===== config.mk =====
export PLATFORM = sky130hd
export DESIGN_NAME = cache_evict_fill_seq
export DESIGN_NICKNAME = d
export VERILOG_FILES = /design/src/rtl/cache_evict_fill_seq.sv
export SDC_FILE = /design/constraint.sdc
export NUM_CORES = 1
export LEC_CHECK = 0
export BUFFER_PORTS_ARGS = -buffer_cell sky130_fd_sc_hd__clkbuf_2
export CAP_MARGIN = 10
export CORE_AREA = 2 2 293 295
export CTS_CLUSTER_SIZE = 24
export DETAILED_ROUTE_END_ITERATION = 10
export DIE_AREA = 0 0 295 297
export GPL_TIMING_DRIVEN = 0
export PLACE_DENSITY_LB_ADDON = 0.3
export SYNTH_ARGS = -nofsm -noshare
export SYNTH_HDL_FRONTEND = slang
export SYNTH_SLANG_ARGS = --single-unit

===== constraint.sdc =====
create_clock -name clk -period 32.9 [get_ports clk]
set_input_delay 1.645 -clock clk [delete_from_list [all_inputs] [get_ports clk]]
set_output_delay 1.645 -clock clk [all_outputs]
set_load 0.01 [all_outputs]

===== src/rtl/cache_evict_fill_seq.sv =====
// cache_evict_fill_seq: miss sequencer that runs after the replacement policy
// has picked a victim way. It writes the victim line back if it is dirty,
// fetches the missing line in bus beats, commits it to the victim way and
// pulses the replacement-state update.
//
// Optional build macro CACHE_CRITWORD_EN: the fill starts at the beat that
// holds the missing word, wraps around the line, and adds the CritWordValid
// output. When the macro is undefined the fill always starts at beat 0.
module cache_evict_fill_seq #(
   parameter int NUMWAYS = 4,
   parameter int LINELEN = 256,
   parameter int BEATW   = 64,
   parameter int PAWIDTH = 32
) (
   input  logic               clk,
   input  logic               reset_n,
   input  logic               Miss,
   input  logic               FlushStage,
   input  logic [PAWIDTH-1:0] MissAdr,
   input  logic [NUMWAYS-1:0] VictimWay,
   input  logic               VictimDirty,
   input  logic [PAWIDTH-1:0] VictimAdr,
   input  logic [LINELEN-1:0] VictimLine,
   output logic               BusReq,
   output logic               BusWrite,
   output logic [PAWIDTH-1:0] BusAdr,
   output logic [BEATW-1:0]   BusWData,
   input  logic               BusAck,
   input  logic [BEATW-1:0]   BusRData,
   output logic [NUMWAYS-1:0] FillWay,
   output logic [LINELEN-1:0] FillLine,
   output logic               FillWrite,
   output logic               LRUWriteEn,
   output logic               SetValid,
`ifdef CACHE_CRITWORD_EN
   output logic               CritWordValid,
`endif
   output logic               Busy,
   output logic               Done
);

   localparam int BEATS    = LINELEN / BEATW;
   localparam int BEATCNTW = (BEATS > 1) ? $clog2(BEATS) : 1;
   localparam int BYTEOFF  = $clog2(LINELEN / 8);
   localparam int BEATOFF  = $clog2(BEATW / 8);
   localparam logic [PAWIDTH-1:0]  BEATBYTES = PAWIDTH'(BEATW / 8);
   localparam logic [BEATCNTW-1:0] LASTBEAT  = BEATCNTW'(BEATS - 1);

   typedef enum logic [2:0] {IDLE, WB, FILL, WRITE, DONE} state_t;

   state_t                          state, nextState;
   logic [BEATCNTW-1:0]             beatCnt;
   logic [BEATCNTW-1:0]             fillBeat;
   logic [PAWIDTH-1:0]              victimAdrLat;
   logic [PAWIDTH-1:0]              missBase;
   logic [BEATS-1:0][BEATW-1:0]     victimBeats;
   logic [BEATS-1:0][BEATW-1:0]     fillBeats;
   logic                            accept;
   logic                            lastBeat;
   logic                            beatDone;

   assign accept   = (state == IDLE) && Miss && !FlushStage;
   assign lastBeat = (beatCnt == LASTBEAT);
   assign beatDone = BusReq && BusAck;
   assign Busy     = (state != IDLE);
   assign FillLine = fillBeats;

`ifdef CACHE_CRITWORD_EN
   logic [BEATCNTW-1:0] startBeat;
   logic [BYTEOFF-1:0]  lineOff;
   logic [BEATCNTW:0]   wrapSum;

   // Line offset of the missing word, expressed in beats.
   assign lineOff = MissAdr[BYTEOFF-1:0] >> BEATOFF;

   // Fill beat position: beat counter rotated by the critical-word start, modulo BEATS.
   always_comb begin
      wrapSum  = {1'b0, beatCnt} + {1'b0, startBeat};
      fillBeat = wrapSum[BEATCNTW-1:0];
      if (wrapSum >= (BEATCNTW+1)'(BEATS))
         fillBeat = BEATCNTW'(wrapSum - (BEATCNTW+1)'(BEATS));
   end
`else
   assign fillBeat = beatCnt;
`endif

   // Request snapshot; addresses and the victim line are only ever used as latched here.
   always_ff @(posedge clk) begin
      if (accept) begin
         victimAdrLat <= VictimAdr;
         missBase     <= {MissAdr[PAWIDTH-1:BYTEOFF], BYTEOFF'(0)};
         victimBeats  <= VictimLine;
`ifdef CACHE_CRITWORD_EN
         startBeat    <= lineOff[BEATCNTW-1:0];
`endif
      end
   end

   // State register.
   always_ff @(posedge clk or negedge reset_n) begin
      if (!reset_n)
         state <= IDLE;
      else
         state <= nextState;
   end

   // Beat counter, latched way and fill-line assembly.
   always_ff @(posedge clk or negedge reset_n) begin
      if (!reset_n) begin
         beatCnt   <= '0;
         FillWay   <= '0;
         fillBeats <= '0;
      end else if (accept) begin
         beatCnt <= '0;
         FillWay <= VictimWay;
      end else if (beatDone) begin
         if (state == FILL)
            fillBeats[fillBeat] <= BusRData;
         beatCnt <= lastBeat ? '0 : beatCnt + 1'b1;
      end
   end

   // Next-state decode and per-state outputs; bus outputs read as zero outside WB/FILL.
   always_comb begin
      nextState  = state;
      BusReq     = 1'b0;
      BusWrite   = 1'b0;
      BusAdr     = '0;
      BusWData   = '0;
      FillWrite  = 1'b0;
      SetValid   = 1'b0;
      LRUWriteEn = 1'b0;
      Done       = 1'b0;
`ifdef CACHE_CRITWORD_EN
      CritWordValid = 1'b0;
`endif
      case (state)
         IDLE: begin
            if (accept)
               nextState = VictimDirty ? WB : FILL;
         end
         WB: begin
            BusReq   = 1'b1;
            BusWrite = 1'b1;
            BusAdr   = victimAdrLat + PAWIDTH'(beatCnt) * BEATBYTES;
            BusWData = victimBeats[beatCnt];
            if (BusAck && lastBeat)
               nextState = FILL;
         end
         FILL: begin
            BusReq = 1'b1;
            BusAdr = missBase + PAWIDTH'(fillBeat) * BEATBYTES;
`ifdef CACHE_CRITWORD_EN
            CritWordValid = BusAck && (beatCnt == '0);
`endif
            if (BusAck && lastBeat)
               nextState = WRITE;
         end
         WRITE: begin
            FillWrite  = 1'b1;
            SetValid   = 1'b1;
            LRUWriteEn = 1'b1;
            nextState  = DONE;
         end
         DONE: begin
            Done      = 1'b1;
            nextState = IDLE;
         end
         default: nextState = IDLE;
      endcase
   end

   // A non-one-hot victim is still accepted as given; this only flags the upstream fault.
   victimOneHot: assert property (@(posedge clk) disable iff (!reset_n)
                                  accept |-> $onehot(VictimWay));

endmodule


* After elaboration in Yosys (flattened, before gate mapping) *
Cells that the tools add are included.
W data, S select, Z words.

word-level totals
  register bits = 580
  input port bits = 394
  output and inout bits = 363
  logic and storage cells = 58

operators by class
  $add $sub $neg = 3
  $lt $le $gt $ge = 2
  equal/unequal tests = 8
  multiplexer cells = 19
  bitwise operators = 1
  reductions and logical operators = 12

operators with widths
  cell                   number
  $bwmux W256            1
  $mux W64               3
  $bmux W64 S2           1
  $demux W64 S2          1
  $add A32 B5 Y32        2
  $pmux W32 S2           1
  $pmux W3 S4            1
  $mux W3                3
  $mux W2                4
  $eq A3 B2 Y1 const B   2
  $reduce_and A3 Y1      2
  $logic_and A1 B1 Y1    5
  $mux W1                4
  $ne A2 B2 Y1 const B   2
  $eq A3 B1 Y1 const B   1
  $eq A3 B3 Y1 const B   1
  $logic_not A3 Y1       1
  $lt A2 B3 Y1 const B   1
  $reduce_bool A3 Y1     1
  $add A2 B1 Y2 const B  1
  $eq A2 B2 Y1 const B   1
  $ge A2 B1 Y1 const B   1
  $ne A2 B1 Y1 const B   1
  $reduce_bool A2 Y1     1
  other kinds (3)        3

* Logic depth before layout (Yosys ltp) *
Gate-level depths: netlist of run 1.

  depth in word-level cells = 6
  gate-level depth with buffers = 8
  depth with buffers taken out = 7

* Worst setup path before layout of run 1 *
Ideal clock, no wire load.

  kind = in2reg
  start point = input FlushStage
  end point = register FillWay[0]
  library setup time = 0.135 ns
  data arrival time = 16.769 ns
  required time = 32.765 ns
  path slack = 15.995 ns
  stages = 3
  path through = nand2b_1 > nor2_1 > mux2_2

on the way
  cells in the longest elaborated chain, start to end = 2

ends and longest elaborated chain
  item                  line  source
  start, declared       18    input logic FlushStage,
  $logic_not A1 Y1      62    assign accept = (state == IDLE) && Miss && !FlushStage;
  $logic_and A1 B1 Y1   62
  via accept            58    logic accept;
  end signal, assigned  115   FillWay <= VictimWay;
  end, declared         30    output logic [NUMWAYS-1:0] FillWay,

The timed path passes the listed nets, and every way through them passes these cells.
A chain may end at the register's enable or synchronous reset.

* Worst setup path in the final report of run 1 *
  start point = register beatCnt[1]
  end point = output BusAdr[31]

on the way
  cells in the longest elaborated chain, start to end = 2
  elaborated cells between the ends (all ways) = 3
  classes of those cells = add/sub: 2; mux: 1

ends and longest elaborated chain
  item                                line      source
  start, declared                     52        logic [BEATCNTW-1:0] beatCnt;
  start signal, assigned              119       beatCnt <= lastBeat ? '0 : beatCnt + 1'b1;
  $add A32 B5 Y32 (on tied branches)  152, 145
  $pmux W32 S2 (*)                    137       case (state)
  end, declared                       26        output logic [PAWIDTH-1:0] BusAdr,

Every way passes the cells marked *; elsewhere a longest branch is shown, timed or not.

==> results of run 1 <==
## layout by cell type (no fill, tap or decap), types with 2 or more instances in the layout
cell        count
a21oi_1         2
and2_1         67
and3_1          2
and3b_1         2
and4_1          2
buf_12          8
buf_16          3
buf_2          27
buf_4           8
bufinv_16       2
clkbuf_1       40
clkbuf_16      68
clkbuf_2      749
clkbuf_8        8
clkinv_1        6
clkinv_16       2
clkinv_2        7
clkinv_8        2
clkinvlp_4      2
dfrtp_1       265
diode_2         7
edfxtp_1      315
ha_1            6
inv_1           6
mux2_1         33
mux2_2        227
mux4_2         64
nand2_1        39
nand3_1        13
nand3_2         3
nand3b_1        2
nand4_1         6
nor2_1          8
nor4_2          2
o21ai_0        27
xnor2_1         5
xor2_1         21
## through the flow
stage / hold slack [ps] / std cells
global placement: 467 / 3093
finish: 484 / 3228
global route: 505 / 3227
floorplan: 500 / 1199
CTS: 487 / 3221
detailed placement: 474 / 3104
## sequential cells by signal, indices dropped and copies added, names as in the netlist
| name | count |
|---|---|
| FillLine | 256 |
| FillWay | 4 |
| beatCnt | 2 |
| missBase | 27 |
| state | 3 |
| victimAdrLat | 32 |
| victimBeats | 256 |
## worst min-delay path by stage
| stage | to | slack [ps] | cells after the start |
|---|---|---|---|
| after floorplan | state[1] | 500 | 1 |
| after global placement | FillLine[244] | 470 | 1 |
| after detailed placement | FillLine[252] | 470 | 1 |
| after CTS | FillLine[252] | 490 | 1 |
| after global routing | FillLine[252] | 500 | 1 |
| final | FillLine[245] | 480 | 1 |
## critical path, stage by stage, from the launching register on
cell,delay [ps]
dfrtp_1,670
buf_1,640
clkbuf_1,650
inv_1,270
fa_1,600
nor3_2,570
nand2_2,140
or4_1,490
nand3_1,100
clkbuf_2,140
## power breakdown
part	switching [mW]	total (mW)	internal [mW]	leakage, nW
registers	0.0815	1.03	0.953	6.40
clock network	0.302	0.717	0.416	1.03
logic	0.426	0.778	0.352	5.81
total	0.809	2.53	1.72	13.2
## routing by layer
layer | vias to the layer above | routed length [um]
li1 | 6197 | -
met1 | 6970 | 24400
met2 | 580 | 34500
met3 | 112 | 5330
met4 | 6 | 1960
met5 | - | 40
## area by class of cell
cell class	instances	area, um^2	share of cell area, %
timing repair buffer	761	4010	13.4
buffer	58	282	0.944
clock buffer	93	1870	6.25
antenna	7	17.5	0.0587
clock inverter	24	260	0.872
sequential	580	16100	53.9
inverter	7	26.3	0.0881
tap	1144	1430	4.80
multi-input combinational	554	5860	19.6
## cells by family (layout without fill, tap and decap cells)
family | count (synthesis) | after routing | synth area share (%)
AO/OA/AOI/OAI | 35 | 35 | 0.860
XOR/XNOR | 26 | 26 | 1.02
adder cells (fa/ha/maj) | 7 | 7 | 0.427
buffers and inverters | 65 | 943 | 1.38
flip-flops | 580 | 580 | 72.3
multiplexers | 324 | 324 | 19.6
other | 0 | 7 | 0
AND/OR/NAND/NOR | 162 | 162 | 4.35
==> results.toml, run 1 <==
[status]
status = "finished clean"

[sta]
rsz0062_at_grt = "false"
worstMarginPinSlew_ps = 1090
finalWorstPathRequiredPeriod_ps = 6520
setup_ws_ps = 26380
final-max-slew-violation-count = 0
max_freq_ghz = 0.153
hold_viol_final = 0
setup_viol_count_final = 0
skew_ps = 50.5
slew_headroom_pct = 27.1
fin_setup_tns_ps = 0
finalCritPeriodShare_pct = 19.8

[worst_setup_path]
crit_type = "register to primary output"
critPathLaunchType = "register"
arrival_ps = 4880
cp-startpoint = "beatCnt[1]"
reg2reg_depth = 7
r2r-end = "FillLine[6]"
reg2reg_from = "beatCnt[1]"
worstPathRequired_ps = 31250
worstPathMaxFanout = 10
reg2reg_setup_slack_ps = 29070
critPathCaptureType = "primary output"
worstSetupEndpoint = "BusAdr[31]"

[yosys]
synth_area_um2 = 22200
ys_top_cells_by_count = "edfxtp_1 (315), dfrtp_1 (265), mux2_2 (227), and2_1 (67), mux4_2 (64)"
synthFlopType = "edfxtp_1"
synth_fp_nets = 1600
synth.largest_area_cell = "edfxtp_1"
ys_ff_latch = 580
post-synth-top-count-cell = "edfxtp_1"
yosysSeqAreaShare_pct = 72.3
netlist-cell-type-count = 49
synth-edff-count = 315
synthCells = 1199
yosys_warnings = 0
async_reset_ff_share_pct = 45.7
postSynthAreaPerCell_um2 = 18.6
synth_top_area_share_pct = 42.5
synth_area_leaders = "edfxtp_1 (43%), dfrtp_1 (30%), mux2_2 (11%)"

[grt]
grt_max_degree = 115
grt_util_met2_pct = 26.7
grt_use_total_pct = 14.8
grt_pass1_wl_um = 96800
grt_busiest_layer = "met2"
grt.met1_usage_pct = 16.2
use_met3_pct = 4.52
antenna_found_initial = 11
gr-total-overflow = 0
grt_pass1_vias = 15100

[finish]
post-route-util_pct = 35.3
area_growth_syn_to_layout_pct = 34.1
final_nets = 2429
drive_gt1_share_pct = 57.6
n_fill_cell = 8208
fin_area_um2 = 29800

[cts]
cts_root_buf = "clkbuf_16"
cts_max_path_buffers = 3
clk_latency_ps = 620
clock-sinks = 580
post-cts-setup-buffer-count = 0
cts_tree = "built"
cts_hold_buffers = 0
cts.htree.levels = 3
clk_pin_slew_ps = 60
cts-resized-gates = 0
cts_buffers = 66

[floorplan]
core_region_area_um2 = 84500
die_w_um = 295
die_area_um2 = 87600
boundaryPins = 757
die-height_um = 297
start_util_pct = 26.3
row_count = 107

[routing]
drt-total-wl_um = 66200
postRouteAntennaNets = 0
drtPass1Iterations = 5
wl_per_cell_um = 20.5
vias_per_cell = 4.30
drc_errors = 0
drt_iter0_markers = 591
vias = 13900

[power_and_ir_drop]
ir_drop_mv = 0.0487
totalPowerFinal_mw = 2.53
p_leak_nw = 13.2
cellPowerDensity_nw_per_um2 = 84.8

[place]
port_buffers = 750
pre_cts_ws_ps = 26680
postPlaceCellArea_um2 = 27700
gp_congestion = 0.802
place.detailed.hpwl_um = 50500

[min_path]
hp-class = "register to register"
hold_path_startpoint = "FillLine[245]"

[flow_run]
cap_viol_max_count = 0
Power figures use the tool's default switching activity.
==> inputs of run 2 (changes only) <==
- ABC_AREA: not set -> 1
- CORE_AREA: 2 2 293 295 -> 2 2 299 301
- DIE_AREA: 0 0 295 297 -> 0 0 301 303
- clock period: 32.9 -> 5.9 ns (I/O delays scaled with it)
==> run 2 against run 1 <==
Register-to-register slack lost 27000 ps. Design area up 17%. Critical path type is now register to register. Worst hold slack lost 250 ps. Sequential power rose to 5.7 times the previous value. Non-clock buffer count rose by 451. Routed wire length grew 36%. Via count grew 46%. Combinational power rose to 6.9 times the previous value. Clock power grew to 5.7 times the previous value. First-iteration DRC count rose by 130%. Clock skew fell by 35 ps. Worst setup slack got worse by 25000 ps.
==> results.toml, run 2 <==
[yosys]
synth-edff-count = 315
synth_area_um2 = 23600
synth.largest_area_cell = "edfxtp_1"
synthCells = 2109
netlist-cell-type-count = 36
postSynthAreaPerCell_um2 = 11.2
ys_ff_latch = 580
yosysSeqAreaShare_pct = 68.2
synth_top_area_share_pct = 40.1
ys_top_cells_by_count = "nand2_1 (521), edfxtp_1 (315), nor2_1 (310), dfrtp_1 (265), o21ai_1 (180)"
synth_fp_nets = 2510
async_reset_ff_share_pct = 45.7
synthFlopType = "edfxtp_1"
yosys_warnings = 0
post-synth-top-count-cell = "nand2_1"
synth_area_leaders = "edfxtp_1 (40%), dfrtp_1 (28%), nand2_1 (8.3%)"

[worst_setup_path]
worstPathRequired_ps = 6450
reg2reg_depth = 10
critPathLaunchType = "register"
arrival_ps = 4650
crit_type = "register to register"
worstPathMaxFanout = 11
reg2reg_setup_slack_ps = 1810
critPathCaptureType = "register"

[finish]
multi_input_area_um2 = 6620
instances_no_fill = 4551
fin_area_um2 = 35000
layout_common_cells = "clkbuf_2 (750), nand2_1 (519), dlygate4sd3_1 (386)"
area_growth_syn_to_layout_pct = 48.6
n_fill_cell = 8515
final_nets = 3726
seq_area_um2 = 16100
drive_gt1_share_pct = 29.3
post-route-util_pct = 39.8
final_common_cell = "clkbuf_2"

[sta]
worstMarginPinSlew_ps = 1130
finalCritPeriodShare_pct = 69.4
finalWorstPathRequiredPeriod_ps = 4090
setup_viol_count_final = 0
max_freq_ghz = 0.244
skew_ps = 15.5
fin_setup_tns_ps = 0
rsz0062_at_grt = "false"
setup_ws_ps = 1810
hold-worst-slack_ps = 237
hold_viol_final = 0
final-max-slew-violation-count = 0
slew_headroom_pct = 24.7

[floorplan]
die_w_um = 301
row_count = 109
die-height_um = 303
core_region_area_um2 = 88000
boundaryPins = 757
start_util_pct = 26.8
die_area_um2 = 91200

[cts]
cts.htree.levels = 3
post-cts-setup-buffer-count = 0
cts_max_path_buffers = 3
cts_hold_buffers = 386
cts_root_buf = "clkbuf_16"
cts-resized-gates = 0
cts_tree = "built"
clk_latency_ps = 620
cts_buffers = 67
clk_pin_slew_ps = 60
clock-sinks = 580

[routing]
drt-total-wl_um = 89800
vias = 20300
drtPass1Iterations = 6
postRouteAntennaNets = 0
drc_errors = 0
wl_per_cell_um = 19.7
drt_iter0_markers = 1363
vias_per_cell = 4.45

[place]
place.detailed.hpwl_um = 65400
placed_cells = 4035
gp_congestion = 0.854
pre_cts_ws_ps = 1620
postPlaceCellArea_um2 = 29000
port_buffers = 751

[grt]
gr-total-overflow = 0
grt_use_total_pct = 19.2
grt_pass1_vias = 20700
use_met3_pct = 5.22
grt_busiest_layer = "met2"
grt.met1_usage_pct = 21.7
grt_pass1_wl_um = 130000
antenna_found_initial = 10
grt_max_degree = 97
grt_util_met2_pct = 34.1

[power_and_ir_drop]
p_leak_nw = 16.2
ir_drop_mv = 0.336
totalPowerFinal_mw = 15.2
cellPowerDensity_nw_per_um2 = 435

[status]
status = "finished clean"

[flow_run]
cap_viol_max_count = 0

[min_path]
hold-path-cell-count = 5
hp-class = "input port to register"
## run 2: cell count changes after synthesis, moves of 64 or more
cell     before  now
nand2_1      39  521
nor2_1        9  310
mux2_2      227    4
o21ai_1       1  180
o21ai_0      27  159
a21oi_1       2   69
and2_1       67    2
mux4_2       64    0
## run 2: final cells by class
| cell class | instances | area share (%) |
|---|---|---|
| inverter | 39 | 0.436 |
| sequential | 580 | 45.9 |
| buffer | 123 | 2.06 |
| clock inverter | 28 | 0.768 |
| clock buffer | 94 | 5.28 |
| antenna | 8 | 0.0572 |
| multi-input combinational | 1367 | 18.9 |
| timing repair buffer | 1147 | 22.4 |
| tap | 1165 | 4.16 |
## run 2: metal layers
metal / vias up / share of wire, %
met2: 852 / 50
met3: 147 / 7.7
met5: - / 0
met4: 0 / 3.2
met1: 9672 / 39
li1: 9582 / -
## run 2: power by group
group / internal (mW) / switching, mW
logic: 1.94 / 3.41
registers: 5.31 / 0.512
clock network: 2.30 / 1.76
total: 9.56 / 5.69
## run 2: kinds of logic (layout without fill, tap and decap cells)
family / Yosys count / count (layout) / synth area share (%)
other cells: 0 / 8 / 0
flops: 580 / 580 / 68.2
compound gates: 416 / 416 / 8.91
simple gates: 876 / 876 / 14.6
fa+ha+maj: 7 / 7 / 0.403
xor+xnor: 4 / 4 / 0.149
buf+inv: 162 / 1431 / 3.69
mux: 64 / 64 / 4.01
## run 2: path summary, 6_finish.rpt
path | start | end
max in group asynchronous | reset_n | FillLine[123]
min in group asynchronous | reset_n | FillLine[205]
setup / recovery | beatCnt[0] | FillLine[9]
hold reg to reg | FillLine[61] | FillLine[61]
setup reg to reg | beatCnt[0] | FillLine[9]
hold / removal | FlushStage | FillWay[2]
## run 2: critical path: stages (launching register included)
cell and delay (ps):
dfrtp_1 580, inv_2 180, clkbuf_1 640, clkbuf_1 660, ha_1 440, inv_1 90
buf_1 480, nor2_8 460, buf_4 290, nand2_1 80, nand2_1 80
==> inputs of run 3 (changes only) <==
- ABC_AREA: 1 -> 0
- CORE_AREA: 2 2 299 301 -> 2 2 295 297
- DIE_AREA: 0 0 301 303 -> 0 0 297 299
- clock period: 5.9 -> 4.05 ns (I/O delays scaled with it)
==> run 3 against run 2 <==
Design area shrank 2.9%. Worst setup slack lost 1500 ps. Global-route usage shrank 3.1 points. Register-to-register slack lost 1400 ps. Clock power grew 49%. Utilization shrank 0.25 points. Die area shrank 2.6%.
==> results.toml, run 3 (synthesized netlist as in run 1, its figures left out) <==
[place]
postPlaceCellArea_um2 = 27800
placed_cells = 3118
place.detailed.hpwl_um = 53700
gp_congestion = 0.845
port_buffers = 750

[min_path]
hold-path-cell-count = 5
hp-class = "input port to register"

[worst_setup_path]
worstPathRequired_ps = 3850
crit_chain = "buf_4 -> clkbuf_8 -> inv_1 -> fa_1 -> nor3_4 -> nand2_2 -> or4_1 -> nand3_1 -> clkbuf_2"
crit_type = "register to primary output"
slowest_delay_ps = 580
critPathCaptureType = "primary output"
reg2reg_depth = 13
worstPathMaxFanout = 10
critPathLaunchType = "register"
arrival_ps = 3510
critPathSlowestCell = "fa_1"

[finish]
instances_no_fill = 3635
area_growth_syn_to_layout_pct = 52.8
final_nets = 2826
layout_common_cells = "clkbuf_2 (749), dlygate4sd3_1 (386), edfxtp_1 (315)"
final_common_cell = "clkbuf_2"
n_fill_cell = 7992
fin_area_um2 = 34000
drive_gt1_share_pct = 49.1

[sta]
slew_headroom_pct = 30.9
hold_viol_final = 0
setup_viol_count_final = 0
skew_ps = 33.4
finalCritPeriodShare_pct = 91.6
final-max-slew-violation-count = 0
finalWorstPathRequiredPeriod_ps = 3710
worstMarginPinSlew_ps = 1040
max_freq_ghz = 0.270
hold-worst-slack_ps = 98.5
rsz0062_at_grt = "false"

[power_and_ir_drop]
totalPowerFinal_mw = 21.3
p_leak_nw = 15.0
cellPowerDensity_nw_per_um2 = 627
ir_drop_mv = 0.450

[routing]
drt-total-wl_um = 73300
drc_errors = 0
vias = 15600
drtPass1Iterations = 4
drt_iter0_markers = 805
postRouteAntennaNets = 0
vias_per_cell = 4.28
wl_per_cell_um = 20.2

[grt]
antenna_found_initial = 6
gr-total-overflow = 0
grt_pass1_wl_um = 108000
grt_pass1_vias = 17300
grt_use_total_pct = 16.1
grt_max_degree = 117

[floorplan]
die_w_um = 297
die-height_um = 299
core_region_area_um2 = 85900
die_area_um2 = 88800
boundaryPins = 757
start_util_pct = 25.9
row_count = 108

[flow_run]
cap_viol_max_count = 0

[cts]
cts_max_path_buffers = 3
cts_root_buf = "clkbuf_16"
cts_tree = "built"
clock-sinks = 580
cts.htree.levels = 3
cts_buffers = 68
clk_latency_ps = 600
clk_pin_slew_ps = 60

[status]
status = "finished clean"
[run 3: cell count changes in the layout (fill, tap and decap cells not counted), moves of 25 or more]
| cell | delta |
|---|---|
| o21ai_0 | -133 |
| inv_1 | -28 |
| mux2_4 | -60 |
| nand2_1 | -480 |
| mux4_2 | +64 |
| and2_1 | +65 |
| mux2_2 | +223 |
| buf_6 | -25 |
| o21ai_1 | -178 |
| nor2_1 | -302 |
| a21oi_1 | -67 |
| mux2_1 | +33 |
| clkbuf_1 | -36 |
[run 3: what timing repair did]
| item | CTS | global route |
|---|---|---|
| setup endpoints to repair | 135 | 8 |
| endpoints found under the hold margin | 627 | 0 |
| hold buffers | 386 | 0 |
| gates resized for setup | 7 | 1 |
| setup buffers | 0 | 6 |
| pin swaps | 1 | 2 |
[run 3: layout make-up]
class                   instances  area, um^2  area share, %
clock buffers                  90        1900           5.57
repair buffers               1156        8000           23.5
inverters                       7        26.3         0.0773
multi-input cells             554        5880           17.3
plain buffers                  58         302          0.887
flip-flops and latches        580       16100           47.3
well taps                    1155        1450           4.25
diodes                          5        12.5         0.0368
clock inverters                30         350           1.03
[run 3: report_power, final]
part | switching, mW | internal (mW) | total (mW)
Sequential | 0.688 | 7.74 | 8.43
Clock | 2.54 | 3.53 | 6.08
Combinational | 3.62 | 3.18 | 6.80
[run 3: worst paths after layout]
kind	slack, ps	from	end
setup / recovery	340	beatCnt[1]	BusAdr[31]
hold / removal	100	VictimDirty	state[1]
setup reg to reg	400	state[0]	FillWay[2]
hold reg to reg	490	FillLine[157]	FillLine[157]
max in group asynchronous	2910	reset_n	FillLine[225]
min in group asynchronous	170	reset_n	FillLine[176]
[run 3: worst max-delay path: cells and delay by family (launching register included)]
| family | cells | cell delay [ps] |
|---|---|---|
| simple gates | 4 | 1100 |
| buf+inv | 4 | 780 |
| fa+ha+maj | 1 | 580 |
| flops | 1 | 450 |
[run 3: per-layer routing]
metal	vias to the layer above	wire length [um]	GRT usage, %
met5	-	14	0
met4	2	3300	7.62
met3	156	4930	4.60
met1	7775	27800	17.9
met2	640	37200	28.4
li1	6986	-	-
[run 3: per-stage QoR]
step	util, %	setup slack [ps]	TNS (ps)
floorplan	-	-2260	-649370
global placement	32.0	-4380	-1921590
detailed placement	32.4	-767	-16970
CTS	39.5	60.0	0
global route	39.6	89.4	0
finish	39.6	340	0
